## src/rtl/sdram_port_arbiter.sv

```systemverilog
// Arbitrates the capture write FIFO and the display read FIFO onto a single SDRAM
// controller call/done handshake, and manages burst addresses and double-buffered frame banks.
module sdram_port_arbiter #(
  parameter int ADDR_W      = 18,
  parameter int BURST       = 8,
  parameter int FRAME_WORDS = 130560,
  parameter int TIMEOUT     = 4095
) (
  input  logic              clk,
  input  logic              rst_n,
  input  logic              en,
  input  logic              wr_req,
  input  logic              rd_req,
  input  logic              rd_urgent,
  input  logic              vsync,
  input  logic [1:0]        sd_done,
  output logic [1:0]        sd_call,
  output logic [ADDR_W:0]   sd_addr,
  output logic              wr_ack,
  output logic              rd_ack,
  output logic              wr_frame_done,
  output logic              busy,
  output logic              err_timeout
);

  localparam int CNT_W = $clog2(TIMEOUT + 1);
  localparam logic [ADDR_W-1:0] STEP      = ADDR_W'(BURST);
  localparam logic [ADDR_W-1:0] LAST_ADDR = ADDR_W'(FRAME_WORDS - BURST);
  localparam logic [CNT_W-1:0]  CNT_LAST  = CNT_W'(TIMEOUT - 1);

  typedef enum logic [1:0] {IDLE, WR_BUSY, RD_BUSY} state_t;
  typedef enum logic {GRANT_READ, GRANT_WRITE} grant_t;

  state_t            state;
  grant_t            last_grant;
  logic [ADDR_W-1:0] wr_addr;
  logic [ADDR_W-1:0] rd_addr;
  logic              wr_bank;
  logic              rd_bank;
  logic              vsync_pend;
  logic [CNT_W-1:0]  wait_cnt;

  logic              pick_wr;
  logic              pick_rd;
  logic [ADDR_W-1:0] rd_addr_now;
  logic              rd_bank_now;

  // Grant decision and the read start address seen by a grant in the same cycle as vsync.
  always_comb begin
    // NOTE: every always_comb output gets a default first so no path can infer a latch.
    pick_wr     = 1'b0;
    pick_rd     = 1'b0;
    rd_addr_now = rd_addr;
    rd_bank_now = rd_bank;
    if (en) begin
      if (rd_urgent && rd_req) begin
        pick_rd = 1'b1;
      end else if (wr_req && rd_req) begin
        pick_wr = (last_grant == GRANT_READ);
        pick_rd = (last_grant == GRANT_WRITE);
      end else begin
        pick_wr = wr_req;
        pick_rd = rd_req;
      end
    end
    if (vsync) begin
      rd_addr_now = '0;
      rd_bank_now = ~wr_bank;
    end
  end

  always_ff @(posedge clk or negedge rst_n) begin
    if (!rst_n) begin
      state         <= IDLE;
      last_grant    <= GRANT_READ;
      sd_call       <= 2'b00;
      sd_addr       <= '0;
      wr_addr       <= '0;
      rd_addr       <= '0;
      wr_bank       <= 1'b0;
      rd_bank       <= 1'b1;
      vsync_pend    <= 1'b0;
      wait_cnt      <= '0;
      wr_ack        <= 1'b0;
      rd_ack        <= 1'b0;
      wr_frame_done <= 1'b0;
      busy          <= 1'b0;
      err_timeout   <= 1'b0;
    end else begin
      // NOTE: sequential state uses non-blocking assignments so every register sees pre-edge values.
      wr_ack        <= 1'b0;
      rd_ack        <= 1'b0;
      wr_frame_done <= 1'b0;
      case (state)
        IDLE: begin
          if (vsync) begin
            rd_addr <= '0;
            rd_bank <= ~wr_bank;
          end
          if (pick_wr) begin
            state      <= WR_BUSY;
            sd_call    <= 2'b10;
            sd_addr    <= {wr_bank, wr_addr};
            last_grant <= GRANT_WRITE;
            busy       <= 1'b1;
            wait_cnt   <= '0;
          end else if (pick_rd) begin
            state      <= RD_BUSY;
            sd_call    <= 2'b01;
            sd_addr    <= {rd_bank_now, rd_addr_now};
            last_grant <= GRANT_READ;
            busy       <= 1'b1;
            wait_cnt   <= '0;
          end
        end
        WR_BUSY: begin
          // The read restart samples wr_bank before any toggle at this edge.
          if (vsync) begin
            rd_addr <= '0;
            rd_bank <= ~wr_bank;
          end
          if (sd_done[1]) begin
            state   <= IDLE;
            sd_call <= 2'b00;
            busy    <= 1'b0;
            wr_ack  <= 1'b1;
            if (wr_addr == LAST_ADDR) begin
              wr_addr       <= '0;
              wr_bank       <= ~wr_bank;
              wr_frame_done <= 1'b1;
            end else begin
              wr_addr <= wr_addr + STEP;
            end
          end else if (wait_cnt == CNT_LAST) begin
            state       <= IDLE;
            sd_call     <= 2'b00;
            busy        <= 1'b0;
            err_timeout <= 1'b1;
          end else begin
            wait_cnt <= wait_cnt + 1'b1;
          end
        end
        RD_BUSY: begin
          if (sd_done[0]) begin
            state      <= IDLE;
            sd_call    <= 2'b00;
            busy       <= 1'b0;
            rd_ack     <= 1'b1;
            vsync_pend <= 1'b0;
            if (vsync_pend || vsync || rd_addr == LAST_ADDR) begin
              rd_addr <= '0;
              rd_bank <= ~wr_bank;
            end else begin
              rd_addr <= rd_addr + STEP;
            end
          end else begin
            if (vsync) vsync_pend <= 1'b1;
            if (wait_cnt == CNT_LAST) begin
              state       <= IDLE;
              sd_call     <= 2'b00;
              busy        <= 1'b0;
              err_timeout <= 1'b1;
            end else begin
              wait_cnt <= wait_cnt + 1'b1;
            end
          end
        end
        default: begin
          state   <= IDLE;
          sd_call <= 2'b00;
          busy    <= 1'b0;
        end
      endcase
    end
  end

endmodule

```

## config.mk

```make
export PLATFORM = sky130hd
export DESIGN_NAME = sdram_port_arbiter
export DESIGN_NICKNAME = d
export VERILOG_FILES = /design/src/rtl/sdram_port_arbiter.sv
export SDC_FILE = /design/constraint.sdc
export NUM_CORES = 1
export LEC_CHECK = 0
export CAP_MARGIN = 5
export CORE_AREA = 3 3 85 87
export DETAILED_ROUTE_END_ITERATION = 10
export DIE_AREA = 0 0 88 90
export PLACE_DENSITY = 0.81
export SLEW_MARGIN = 15
export SYNTH_ARGS = -nofsm -noshare
export SYNTH_HDL_FRONTEND = slang
export SYNTH_SLANG_ARGS = --single-unit
```

## constraint.sdc

```tcl
create_clock -name clk -period 3.35 [get_ports clk]
set_input_delay 0.67 -clock clk [delete_from_list [all_inputs] [get_ports clk]]
set_output_delay 0.67 -clock clk [all_outputs]
set_load 0.01 [all_outputs]
```

==> results.txt, run 1 <==
Global-route wire length before repair = 15040 µm
Via count = 3118
DRT Wirelength = 8708 µm
Fillers = 488
Post-cts sizing count = 0
Worst path arrival time = 2.56 ns
Area Growth Syn to Fin = 17.14%
Worst reg2reg endpoint = rd_addr[14]$_DFFE_PN0P_
Placement Setup Slack = 0.6896 ns
Crit path cell chain = clkdlybuf4s50_1, o21ai_0, a2111o_1, nor2_2, nor2_1, a31o_2
Final core occ = 71.09%
DR vias/cell = 5.939
Tcrit/Tclk final = 69.12%
Die ar. = 7920 µm²
Critical Path Slowest Stage Cell = a2111o_1
Syn nets = 429
Final setup fails = 0
Layout cells sized above 1 = 8.036%
Ys async rst share = 100.0%
Sw frac = 30.88%
Detailed Routing Iterations Pass 1 = 5
Post-CTS Setup Inserts = 0
Sequential share of the synthesized area = 49.47%
Gr usage total = 24.00%
VDD IR max = 510.9 µV
Post-synthesis instance total = 412
Reg area = 1928 µm²
Iteration-0 DRC Markers = 265
Clk root buf = clkbuf_8
CP peak stage delay = 0.58 ns
CP top delay family = compound AO/OA/AOI/OAI gates
Nets@finish = 460
Post-synth cell types = 52
Pwr Total = 2.792 mW
Sw power = 0.8624 mW
RR Startpoint = state[0]$_DFFE_PN0P_
Pwr/cell area = 611.6 nW/µm²
Critical Path Source Type = input port
Top FF cell, synth = dfrtp_1
Initial Util = 60.69%
Clk pwr share = 35.4%
Post-synth EDFFs = 0
Hold WS = 0.4537 ns
Worst-path fanout max = 9
Setup Skew = 0.009254 ns
Fin crit period = 2.316 ns
Mean Syn Cell Area = 9.460 µm²
CP Capture Type = flip-flop
Setup crit end = wait_cnt[9]$_DFFE_PN0P_
Multi-input gate area = 1846 µm²
CP Class = input port to flip-flop
Sequential cell fraction of total power = 40.0%
CTS tree = done
Highest clock rate = 431.9 MHz
Remaining DRCs = 0
YS warnings = 0
Crit path depth = 6
Commonest non-fill, non-tap cell in the layout = dfrtp_1
Placer Congestion = 0.8794
Status = finished clean
R2R Setup Slk = 1.07 ns
Die width = 88 µm
Comb power frac = 24.6%
CTS H-tree lvls = 3
R2R depth = 8
CTS sink cnt = 77
Hold-fix buffers, CTS = 0
Final setup margin = 1.034 ns
Rel. slew slack = 34.89%
Largest net degree at the start of global routing = 78
LEAKAGE = 1.948 nW
Worst min-delay path category = input port to asynchronous set/reset pin
Critical Path Start = en
Post-DP HPWL = 5981 µm
Antenna violations before repair = 0
Netlist Area Pre-Place = 3897 µm²
Wire per inst = 16.59 µm
Final Hold Viols = 0
CTS max path bufs = 2
Critical path buffers and inverters = 1
Die Y = 90 µm
Worst slew pin tran = 0.9766 ns
Clock transition at path regs = 0.08 ns
Int Power = 1.930 mW
Most frequent cells in the layout = dfrtp_1, nand2_1, o21ai_0
Maximum capacitance violations = 0
CORE AREA = 6422 µm²
Antenna Nets Post-Route = 0
Register bit total from synthesis = 77
ANT cells = 0
Rows = 29
I/O Buffers = 34
Slew Limit Fails = 0
Number of global-route vias before repair = 3056
Remaining Overflow, GRT = 0
Num CTS Buffers = 9
Critical Path RT = 3.59 ns
Clk_lat worst skew = 0.35 ns
Ports = 35
Unrepaired setup endpoints after global routing = no
Setup TNS = 0 ns
## synth_stat cells, types with 3 or more instances
cell type / n / area (µm²)
a21o_1: 6 / 45.04
and3_1: 4 / 25.02
o21ai_0: 37 / 185.2
nor3b_1: 15 / 112.6
clkbuf_1: 15 / 56.30
nand2b_1: 6 / 37.54
a31oi_1: 5 / 31.28
nor2_1: 22 / 82.58
dfrtp_1: 76 / 1902
and4_1: 3 / 26.28
ha_1: 8 / 100.1
xor2_1: 3 / 26.28
a211oi_1: 7 / 52.55
inv_1: 13 / 48.80
nor3_1: 9 / 45.04
a21oi_1: 30 / 150.1
nand4_1: 7 / 43.79
and2_1: 7 / 43.79
nand3_1: 23 / 115.1
o31ai_1: 5 / 37.54
or3_1: 6 / 37.54
nand2_1: 52 / 195.2
xnor2_1: 15 / 131.4
## power by group through the flow
stage | Clock (mW) | Sequential (mW) | Combinational [mW]
5_1_grt | 1.05 | 1.13 | 0.772
3_3_place_gp | 0 | 1.13 | 0.664
4_1_cts | 1.01 | 1.12 | 0.687
2_1_floorplan | 0 | 1.13 | 0.456
3_5_place_dp | 0 | 1.13 | 0.683
6_report | 0.988 | 1.12 | 0.687
## cell families after synthesis
| kind of cell | count (synthesis) | share of synthesized area [%] |
|---|---|---|
| compound gates | 104 | 15.99 |
| flops | 77 | 49.47 |
| fa+ha+maj | 8 | 2.568 |
| xor+xnor | 18 | 4.045 |
| buf+inv | 30 | 3.178 |
| mux | 2 | 0.5137 |
| simple gates | 173 | 24.24 |
## cell type report
type                    count  area share (%)
flip-flops and latches     77           42.23
multi-input cells         305           40.42
repair buffers             37           7.893
clock inverters             6           3.480
clock buffers              10           2.795
well taps                  77           2.110
inverters                  13           1.069
## stage by stage
stage          area [µm²]  instances
3_5_place_dp         4279        509
6_report             4566        525
5_1_grt              4566        525
3_3_place_gp         4279        509
2_1_floorplan        3897        412
4_1_cts              4566        525
## worst min path at each step
| stage | startpoint | slack (ns) | endpoint | cells after the start |
|---|---|---|---|---|
| after floorplan | rst_n | 0.37 | busy$_DFFE_PN0P_ | 0 |
| after global placement | wr_bank$_DFFE_PN0P_ | 0.45 | rd_bank$_DFFE_PN1P_ | 1 |
| after detailed placement | err_timeout$_DFFE_PN0P_ | 0.46 | err_timeout$_DFFE_PN0P_ | 1 |
| after CTS | err_timeout$_DFFE_PN0P_ | 0.49 | err_timeout$_DFFE_PN0P_ | 1 |
| after global routing | wr_bank$_DFFE_PN0P_ | 0.50 | rd_bank$_DFFE_PN1P_ | 1 |
| final | rst_n | 0.45 | wait_cnt[1]$_DFFE_PN0P_ | 1 |
## sequential cells by signal (all words and copies together) (netlist names)
| register | flops |
|---|---|
| rd_addr | 18 |
| vsync_pend | 1 |
| wait_cnt | 12 |
| last_grant | 1 |
| busy | 1 |
| err_timeout | 1 |
| rd_ack | 1 |
| sd_call | 2 |
| wr_ack | 1 |
| state | 2 |
| sd_addr | 19 |
| rd_bank | 1 |
| wr_frame_done | 1 |
| wr_bank | 1 |
| wr_addr | 15 |
## per-layer routing
metal / track usage (%) / vias to the layer above / wire (µm)
met5: 0 / - / 0
met4: 5.882 / 0 / 112
met3: 5.850 / 13 / 451
met2: 36.18 / 93 / 4073
met1: 34.79 / 1488 / 4071
li1: - / 1524 / -
## worst register-to-register path: stages, from the launching register on
cell      delay (ns)
dfrtp_1         0.42
inv_1           0.09
ha_1            0.28
nand2_1         0.17
inv_1           0.15
nand3b_1        0.18
a21oi_1         0.59
nand3_1         0.16
mux2i_1         0.16
Note: power is estimated with default switching activity, not from simulation.
==> inputs of run 2 (changes only) <==
CORE_AREA = 3 3 87 89   (was 3 3 85 87)
DIE_AREA = 0 0 90 92   (was 0 0 88 90)
PLACE_DENSITY = 0.78   (was 0.81)
clock period = 2.3 ns   (was 3.35 ns; I/O delays follow)
==> results.txt, run 2 (synthesis gave the netlist of run 1 again) <==
Rel. slew slack = 65.43% (+31 points)
Wire per inst = 16.01 µm (-3.5%)
Detailed Routing Iterations Pass 1 = 5 (unchanged)
Via count = 3258 (+4.5%)
Layout Cells excl Fill = 566 (+7.8%)
Global-route wire length before repair = 15840 µm (+5.3%)
Post-DP HPWL = 6457 µm (+8.0%)
ANT cells = 0 (unchanged)
Antenna Nets Post-Route = 0 (unchanged)
Slew Limit Fails = 0 (unchanged)
R2R depth = 8 (unchanged)
Maximum capacitance violations = 0 (unchanged)
CORE AREA = 6832 µm² (+6.4%)
Worst min-delay path category = input port to asynchronous set/reset pin
Hold WS = 0.07974 ns (-0.3740 ns)
Tcrit/Tclk final = 93.34%
Largest register by flop count = sd_addr
Final Hold Viols = 0 (unchanged)
Worst path arrival time = 2.39 ns (-0.17 ns)
Max FFs per register = 19 (unchanged)
Largest regs = sd_addr: 19 flops, rd_addr: 18 flops, wr_addr: 15 flops
Area after DPL = 4493 µm² (+5.0%)
Antenna violations before repair = 0 (unchanged)
VDD IR max = 615.4 µV (+20%)
Num CTS Buffers = 9 (unchanged)
Most frequent cells in the layout = dfrtp_1, nand2_1, o21ai_0
Crit path cell chain = inv_1, ha_1, nand2_2, inv_1, a2111o_1, a21oi_2, nand2_1, o31ai_1
Setup TNS = 0 ns (unchanged)
Worst slew pin tran = 0.5186 ns (-0.4580 ns)
Post-route cell area = 4767 µm² (+4.4%)
Unrepaired setup endpoints after global routing = no
DR vias/cell = 5.756 (-3.1%)
Gr usage total = 23.39% (-0.61 points)
Area Growth Syn to Fin = 22.31%
Rows = 30 (+3.4%)
CTS H-tree lvls = 3 (unchanged)
Ports = 35 (unchanged)
Fillers = 540 (+11%)
Placed Cells = 550 (+8.1%)
Crit-path most repeated cell = inv_1
CTS sink cnt = 77 (unchanged)
Iteration-0 DRC Markers = 256 (-3.4%)
Die Y = 92 µm (+2.2%)
Pwr/cell area = 858.6 nW/µm² (+40%)
CTS tree = done
Critical Path Slowest Stage Cell = a2111o_1
Layout cells sized above 1 = 12.77% (+4.7 points)
Die width = 90 µm (+2.3%)
Placer Congestion = 0.8633 (-1.8%)
Highest clock rate = 465.8 MHz
DRT Wirelength = 9064 µm (+4.1%)
Nets@finish = 482 (+4.8%)
Clk_lat worst skew = 0.34 ns (about the same)
Critical Path RT = 2.54 ns (-1.05 ns)
Remaining DRCs = 0 (unchanged)
Post-CTS Setup Inserts = 0 (unchanged)
CP peak stage delay = 0.55 ns (-0.03 ns)
I/O Buffers = 34 (unchanged)
CP Capture Type = flip-flop
CP Class = flip-flop to flip-flop
Status = finished clean
Clk root buf = clkbuf_8
Largest net degree at the start of global routing = 39 (-50%)
Worst-path fanout max = 9 (unchanged)
CP top delay family = compound AO/OA/AOI/OAI gates
Die ar. = 8280 µm² (+4.5%)
Fin crit period = 2.147 ns
LEAKAGE = 2.057 nW (+5.6%)
Critical path buffers and inverters = 2 (+1)
CTS max path bufs = 2 (unchanged)
Number of global-route vias before repair = 3209 (+5.0%)
Initial Util = 57.05% (-3.6 points)
Commonest non-fill, non-tap cell in the layout = dfrtp_1
Crit path depth = 8 (+2)
Final setup fails = 0 (unchanged)
Setup Skew = 0.01065 ns (+0.001392 ns)
Clock transition at path regs = 0.08 ns (about the same)
Critical Path Source Type = flip-flop
Remaining Overflow, GRT = 0 (unchanged)
[run 2: final cells by class]
| class | count | area [µm²] | area share, % |
|---|---|---|---|
| Clock buffer | 9 | 123.9 | 2.598 |
| Sequential cell | 77 | 1928 | 40.45 |
| Tap cell | 96 | 120.1 | 2.520 |
| Clock inverter | 7 | 146.4 | 3.071 |
| Multi-Input combinational cell | 305 | 1849 | 38.79 |
| Timing Repair Buffer | 59 | 550.5 | 11.55 |
| Inverter | 13 | 48.80 | 1.024 |
[run 2: repair_timing]
| item | in CTS | in global routing |
|---|---|---|
| resized for setup | 0 | 1 |
| hold buffers | 0 | 0 |
| endpoints found under the setup margin | 0 | 1 |
[run 2: power breakdown]
part	total (mW)	internal (mW)	switching, mW	leakage [nW]
clock	1.35	0.838	0.516	0.134
combinational	1.12	0.457	0.661	0.879
sequential	1.62	1.49	0.127	1.04
total	4.09	2.79	1.30	2.06
[run 2: final timing paths]
| kind | from | endpoint | slack [ns] |
|---|---|---|---|
| setup / recovery | state[1]$_DFFE_PN0P_ | wait_cnt[6]$_DFFE_PN0P_ | 0.15 |
| hold / removal | rst_n | wait_cnt[1]$_DFFE_PN0P_ | 0.08 |
| setup reg to reg | state[1]$_DFFE_PN0P_ | wait_cnt[6]$_DFFE_PN0P_ | 0.15 |
| hold reg to reg | wr_bank$_DFFE_PN0P_ | rd_bank$_DFFE_PN1P_ | 0.47 |
| max in group asynchronous | rst_n | rd_bank$_DFFE_PN1P_ | 1.62 |
| min in group clk | wr_bank$_DFFE_PN0P_ | rd_bank$_DFFE_PN1P_ | 0.47 |
[run 2: metrics by stage]
step	utilization (%)	power, mW	worst slack, ns
floorplan	-	2.310	0.3543
global placement	65.77	2.705	-0.02903
detailed placement	65.77	2.735	-0.09762
CTS	69.73	4.099	0.1175
global route	69.78	4.316	0.02982
finish	69.78	4.093	0.1532
[run 2: routing by layer]
metal	wire (µm)	vias up	track usage, %
li1	-	1570	-
met1	4266	1565	33.53
met2	4215	109	36.53
met3	453	14	3.692
met4	129	0	7.781
met5	0	-	0
